===== src/rtl/led_seq_ctrl.sv =====
// LED board sequencer: programs the tick counter from the switches and steps a
// shift-left / shift-right / flash pattern FSM on each accepted counter tick.
module led_seq_ctrl #(
    parameter int                    NB_LEDS    = 4,
    parameter int                    NB_COUNTER = 16,
    parameter int                    NB_SW      = 4,
    parameter int                    N_PASSES   = 2,
    parameter logic [NB_COUNTER-1:0] LIM0       = 16'd60000,
    parameter logic [NB_COUNTER-1:0] LIM1       = 16'd30000,
    parameter logic [NB_COUNTER-1:0] LIM2       = 16'd15000,
    parameter logic [NB_COUNTER-1:0] LIM3       = 16'd7500
) (
    input  logic                  clock,
    input  logic                  i_reset,
    input  logic [NB_SW-1:0]      i_sw,
    input  logic                  i_tick,
    output logic [NB_COUNTER-1:0] o_count_limit,
    output logic                  o_count_enable,
    output logic [NB_LEDS-1:0]    o_led,
    output logic [NB_LEDS-1:0]    o_led_b,
    output logic [NB_LEDS-1:0]    o_led_g,
    output logic [1:0]            o_state
);
    localparam int S_W = (NB_LEDS > 1) ? $clog2(NB_LEDS) : 1;
    localparam int P_W = (N_PASSES > 1) ? $clog2(N_PASSES) : 1;
    localparam logic [S_W-1:0] S_LAST = S_W'(NB_LEDS - 1);
    localparam logic [P_W-1:0] P_LAST = P_W'(N_PASSES - 1);

    typedef enum logic [1:0] {IDLE = 2'd0, SHIFT_L = 2'd1, SHIFT_R = 2'd2, FLASH = 2'd3} state_t;

    state_t         state, state_nxt;
    logic [S_W-1:0] s, s_nxt;
    logic [P_W-1:0] p, p_nxt;
    logic           c, c_nxt;
    logic           accept;
    logic [NB_LEDS-1:0] led_nxt;

    function automatic logic [NB_LEDS-1:0] pattern(input state_t st, input logic [S_W-1:0] step);
        logic [NB_LEDS-1:0] one;
        one = NB_LEDS'(1);
        case (st)
            SHIFT_L: return one << step;
            SHIFT_R: return one << (S_LAST - step);
            FLASH:   return step[0] ? '0 : '1;
            default: return '0;
        endcase
    endfunction

    function automatic logic [NB_COUNTER-1:0] limit_of(input logic [1:0] code);
        case (code)
            2'd0:    return LIM0;
            2'd1:    return LIM1;
            2'd2:    return LIM2;
            default: return LIM3;
        endcase
    endfunction

    assign accept = i_tick && i_sw[0] && (state != IDLE);

    always_comb begin
        state_nxt = state;
        s_nxt     = s;
        p_nxt     = p;
        c_nxt     = c;
        if (state == IDLE) begin
            if (i_sw[0]) begin
                state_nxt = SHIFT_L;
                s_nxt     = '0;
                p_nxt     = '0;
                c_nxt     = i_sw[3];
            end
        end else if (accept) begin
            if (s < S_LAST) begin
                s_nxt = s + S_W'(1);
            end else begin
                // Pass boundary: the only point where colour may change.
                s_nxt = '0;
                c_nxt = i_sw[3];
                if (p < P_LAST) begin
                    p_nxt = p + P_W'(1);
                end else begin
                    p_nxt = '0;
                    case (state)
                        SHIFT_L: state_nxt = SHIFT_R;
                        SHIFT_R: state_nxt = FLASH;
                        default: state_nxt = SHIFT_L;
                    endcase
                end
            end
        end
        led_nxt = pattern(state_nxt, s_nxt);
    end

    always_ff @(posedge clock) begin
        if (i_reset) begin
            state          <= IDLE;
            s              <= '0;
            p              <= '0;
            c              <= 1'b0;
            o_led          <= '0;
            o_led_b        <= '0;
            o_led_g        <= '0;
            o_count_enable <= 1'b0;
            o_count_limit  <= LIM0;
        end else begin
            state          <= state_nxt;
            s              <= s_nxt;
            p              <= p_nxt;
            c              <= c_nxt;
            o_led          <= led_nxt;
            o_led_b        <= c_nxt ? '0 : led_nxt;
            o_led_g        <= c_nxt ? led_nxt : '0;
            o_count_enable <= i_sw[0];
            o_count_limit  <= limit_of(i_sw[2:1]);
        end
    end

    assign o_state = state;

endmodule


===== config.mk =====
export PLATFORM = sky130hd
export DESIGN_NAME = led_seq_ctrl
export DESIGN_NICKNAME = d
export VERILOG_FILES = /design/src/rtl/led_seq_ctrl.sv
export SDC_FILE = /design/constraint.sdc
export NUM_CORES = 1
export LEC_CHECK = 0
export CAP_MARGIN = 15
export CORE_MARGIN = 4
export CORE_UTILIZATION = 45
export CTS_CLUSTER_DIAMETER = 50
export DETAILED_ROUTE_END_ITERATION = 10
export GPL_ROUTABILITY_DRIVEN = 0
export GPL_TIMING_DRIVEN = 0
export PLACE_DENSITY = 0.77
export SKIP_CTS_REPAIR_TIMING = 1
export SYNTH_ARGS = -nofsm -noshare
export SYNTH_HDL_FRONTEND = slang
export SYNTH_SLANG_ARGS = --single-unit

===== constraint.sdc =====
create_clock -name clock -period 3.5 [get_ports clock]
set_input_delay 0.7 -clock clock [delete_from_list [all_inputs] [get_ports clock]]
set_output_delay 0.7 -clock clock [all_outputs]
set_load 0.005 [all_outputs]

After elaboration in Yosys (flattened, before gate mapping)
Index checks and enable logic that the tools add are counted.
Widths: inputs -> output; s select.

storage, ports and cells
  bits of input ports = 7
  latch bits = 0
  RAM bits = 0
  output and inout port bits = 31
  memory bits (read-only) = 0
  memories = 0
  logic and storage cells = 57
  register bits = 35

operators by class
  bitwise gates (word level) = 1
  div/mod/pow operators = 0
  equality and inequality tests = 9
  mux-type cells = 22
  $lt $le $gt $ge = 2
  reductions and logical operators = 9
  $add $sub $neg = 3
  multiply operators = 0
  shift-type cells = 2

operators by type and width
  operator             count
  $pmux 16 s3          1
  $mux 2               9
  $pmux 4 s3           1
  $mux 1               9
  $eq 2x2->1 const B   4
  $shl 1x2->4 const A  2
  $eq 2x1->1 const B   3
  $logic_not 2->1      2
  $mux 4               1
  $ne 2x2->1 const B   2
  $pmux 2 s2           1
  $reduce_bool 2->1    2
  $reduce_or 2->1      2
  $reduce_and 3->1     1
  $add 2x1->2 const B  1
  $logic_and 1x1->1    2
  $lt 2x2->1 const B   1
  $sub 2x2->2 const A  1
  $add 1x1->1 const B  1
  $lt 1x1->1 const B   1
  $not 1->1            1

Logic depth before layout (Yosys ltp)
  word-level depth = 8
  mapped depth = 12
  gate-level depth less buffers = 12

Worst setup path after synthesis
Ideal clock, no wire load.

  kind = input port to flip-flop
  start point = in i_sw[0]
  end point = reg o_led_b[2]
  path slack = 1.207 ns
  cell stages on the path = 9
  arrival time = 2.219 ns
  path buffers = 0
  library setup time = 0.074 ns
  required time = 3.426 ns
  path through = nor2b_2 > and3_1 > nor3_1 > inv_1 > ha_1 > nand2_1 > nor3b_1 > nand2_1 > a31oi_1

between the ends
  elaborated cells between the ends (all ways) = 20
  those cells by class = add/sub (1); eq/ne (3); shift (2); mux (11); reduce/logical (3)

RTL lines
  item                                             RTL line  text
  start: declaration                               15        input logic [NB_SW-1:0] i_sw,
  $logic_and 1x1->1 (2 in a row)                   58        assign accept = i_tick && i_sw[0] && (state != IDLE);
  $mux 2                                           72        end else if (accept) begin
  $mux 2 (*)                                       65        if (state == IDLE) begin
  net state_nxt[1]                                 31        state_t state, state_nxt;
  $eq 2x2->1 / $eq 2x1->1 (equally long branches)  41        case (st)
  $pmux 4 s3 (*)                                   41
  end signal: assignment                           111       o_led_b <= c_nxt ? '0 : led_nxt;
  end: declaration                                 20        output logic [NB_LEDS-1:0] o_led_b,

Mark *: on every way through the listed nets, which the timed path passes. The rest lies on a longest branch.
A chain may end at the register's enable or synchronous reset.

Worst setup path after layout
  start point = in i_tick
  end point = reg o_led_g[2]

between the ends
  word-level cells in the longest chain between the ends = 7
  elaborated cells between the ends (all ways) = 18
  those cells by class = add/sub (1); eq/ne (3); shift (2); mux (8); bitwise (1); reduce/logical (3)

RTL lines
  item                                RTL line  text
  start: declaration                  16        input logic i_tick,
  $logic_and 1x1->1 (*) (2 in a row)  58
  $mux 2                              72
  $mux 2                              65
  $sub 2x2->2                         43        SHIFT_R: return one << (S_LAST - step);
  $shl 1x2->4                         43
  $pmux 4 s3                          41
  end signal: assignment              112       o_led_g <= c_nxt ? led_nxt : '0;
  end: declaration                    21        output logic [NB_LEDS-1:0] o_led_g,

Every way passes the cells marked *; elsewhere a longest branch is shown, timed or not.

==> flow_metrics.py <==
metrics = {
    "final_layout": {
        "layout.nets": 194,
        "area_growth_pct": 34.5,
        "diodes": 0,
        "drive_above_1_share": 0.109,
    },
    "critical_path": {
        "worstPathRequired_ns": 3.75,
        "end_kind": "flop",
        "cp.arrival_ns": 3.12,
        "worstSetupStartpointType": "primary input",
        "crit_path_end": "o_led_g[2]",
        "critPathMaxFanout": 8,
        "cp.depth": 11,
        "reg2reg_from": "o_state[1]",
        "crit_type": "primary input to flop",
        "slowest_delay_ns": 0.60,
        "startpoint": "i_tick",
        "r2r-end": "o_led_g[2]",
        "crit_slowest_cell": "clkdlybuf4s50_1",
        "worstRegToRegCells": 11,
        "rrSetupSlack_ns": 0.86,
        "path_cells": "clkdlybuf4s50_1, and3_4, o22ai_1, a31oi_1, inv_1, ha_1, nor2_1, nand2_1, nor3b_1, nand2_1, a31oi_1",
        "path_buf_inv": 2,
        "path_delay_family": "simple AND/OR/NAND/NOR gates",
    },
    "clock_network": {
        "clk_pin_slew_worst_paths_ns": 0.08,
        "h-tree-depth": 2,
        "clk_path_buf_depth": 2,
        "cts_tree": "built",
        "clock-sinks": 31,
        "cts_buffers": 5,
        "clk_latency_ns": 0.32,
        "root_buffer": "clkbuf_4",
    },
    "timing": {
        "finalCritPeriodShare": 0.819,
        "period_minus_slack_ns": 2.87,
        "rsz0062_at_grt": "no",
        "timing.final.max_slew_violations": 0,
        "setup_tns_ns": 0,
        "finalSetupViolCount": 0,
        "maxClockFrequency_ghz": 0.349,
        "setup_slack_ns": 0.632,
        "fin_skew_ns": 0.00523,
        "final-hold-violation-count": 0,
    },
    "die": {
        "rows": 19,
        "start_util": 0.472,
        "fp.coreArea_um2": 2760,
        "die_area_um2": 3820,
        "io_pins": 38,
        "die_h_um": 61.8,
        "die_x_um": 61.8,
    },
    "synth": {
        "netlist_area_um2": 1300,
        "synth-seq-area-share": 0.476,
        "synth-compound-area-share": 0.122,
        "synth-simple-area-share": 0.219,
        "yosys-top-cells-area": "dfxtp_1 48%, ha_1 12%, a31oi_1 4.3%, nor2_1 4.0%, inv_1 2.6%",
        "synth_top_family_by_area": "simple AND/OR/NAND/NOR gates",
        "synth_cells": 131,
        "ys_warn_count": 0,
        "synth_area_per_cell_um2": 9.94,
        "synth-xor-area-share": 0,
        "synth_top_area_cell": "dfxtp_1",
        "muxShareOfSynthArea": 0,
        "synth_top_area_frac": 0.476,
        "synth.distinct_cells": 32,
        "ys_ff_latch": 31,
        "synthAdderAreaFrac": 0.125,
    },
    "global_route": {
        "grt_pass1_vias": 971,
        "gr-total-overflow": 0,
        "grt_max_degree": 11,
        "grt.total_usage": 0.144,
        "grt_pass1_wl_um": 3950,
        "antenna_found_initial": 0,
    },
    "placement": {
        "io_buffers": 35,
        "dp_slack_ns": 0.330,
        "hpwl_um": 1930,
    },
    "status": {
        "run_status": "finished clean",
    },
    "hold_path": {
        "hp-class": "flop to flop",
    },
    "route": {
        "dr.first_iter.drc_count": 18,
        "firstDrtPassIters": 4,
        "post_drt_via_cell_ratio": 5.09,
        "drc": 0,
        "wire_per_inst_um": 11.8,
        "ant_nets": 0,
        "vias": 1044,
        "wl_um": 2430,
    },
    "pwr": {
        "power_leakage_uw": 0.000751,
        "ir_worst_vdd_mv": 0.300,
        "power_density_nw_per_um2": 379,
    },
    "job": {
        "drv_cap": 0,
    },
}
area by class of cell:
type	count	area (um^2)
inverters	9	33.8
repair buffers	35	350
flip-flops and latches	31	621
fillers	243	1010
plain buffers	6	37.5
well taps	31	38.8
multi-input cells	86	614
clock buffers	6	51.3
clock inverters	1	5.00
cells in the mapped netlist (all sizes together):
cell    instances
nand2b          6
ha             13
nand4b          1
o21a            2
o22ai           1
nand3           6
dfxtp          31
nor2b           3
nor3            4
conb            1
and4b           1
clkbuf          2
and3            3
a31oi           9
a21oi           3
or3             1
o21ai           2
o32ai           1
nand3b          1
or2             4
a32oi           1
buf             4
nor3b           2
inv             9
nor2           14
a211oi          1
nand4           1
nand2           4
registers in the layout, summed over array words and instances, names as in the netlist:
register,flops
o_led_b,4
o_count_enable,1
o_count_limit,12
p,1
o_led,4
o_state,2
c,1
o_led_g,4
s,2
worst register-to-register path: stages, from the launching register on:
cell	delay (ns)
dfxtp_1	0.33
inv_1	0.14
ha_1	0.34
nor2b_2	0.11
and3_1	0.23
nor3_1	0.32
inv_1	0.09
ha_1	0.31
nand2_1	0.08
nor3b_1	0.26
nand2_1	0.14
a31oi_1	0.19
logic make-up after synthesis:
group	Yosys count
compound gates	20
buf+inv	15
flops	31
simple gates	51
fa+ha+maj	13
other cells	1
how the worst min path moves through the flow:
| stage | from | to | cells after the start | slack (ns) |
|---|---|---|---|---|
| 2_1_floorplan | p | p | 2 | 0.46 |
| 3_3_place_gp | p | p | 2 | 0.47 |
| 3_5_place_dp | p | p | 2 | 0.52 |
| 4_1_cts | p | p | 2 | 0.53 |
| 5_1_grt | p | p | 2 | 0.57 |
| 6_report | p | p | 2 | 0.53 |
power by group:
group,total [uW],switching (uW),internal (uW)
Clock,202,109,92.8
Sequential,372,6.01,366
Combinational,89.5,39.0,50.5
Total,664,154,510
cell usage in the layout (no fill, tap or decap), drive strengths merged, types with 6 or more instances in the layout:
cell / instances
ha: 13
dfxtp: 31
clkdlybuf4s50: 35
nand2b: 6
a31oi: 9
clkbuf: 8
nor2: 14
inv: 9
nand3: 6
through the flow:
step,hold WS [ns],std cells,util,instance area [um^2],total power (uW)
floorplan,0.458,132,-,1310,423
global placement,0.472,198,0.615,1700,468
detailed placement,0.516,198,0.615,1700,470
CTS,0.526,205,0.635,1750,671
global route,0.572,205,0.635,1750,701
finish,0.534,205,0.635,1750,664
metal layers:
metal  global-route usage  share of wire  wire length (um)
met2                0.254           0.51              1230
met4               0.0758          0.014                33
met1                0.149           0.41               989
met3               0.0496          0.072               175
met5                    0              0                 0
Note: power is estimated with default switching activity, not from simulation.
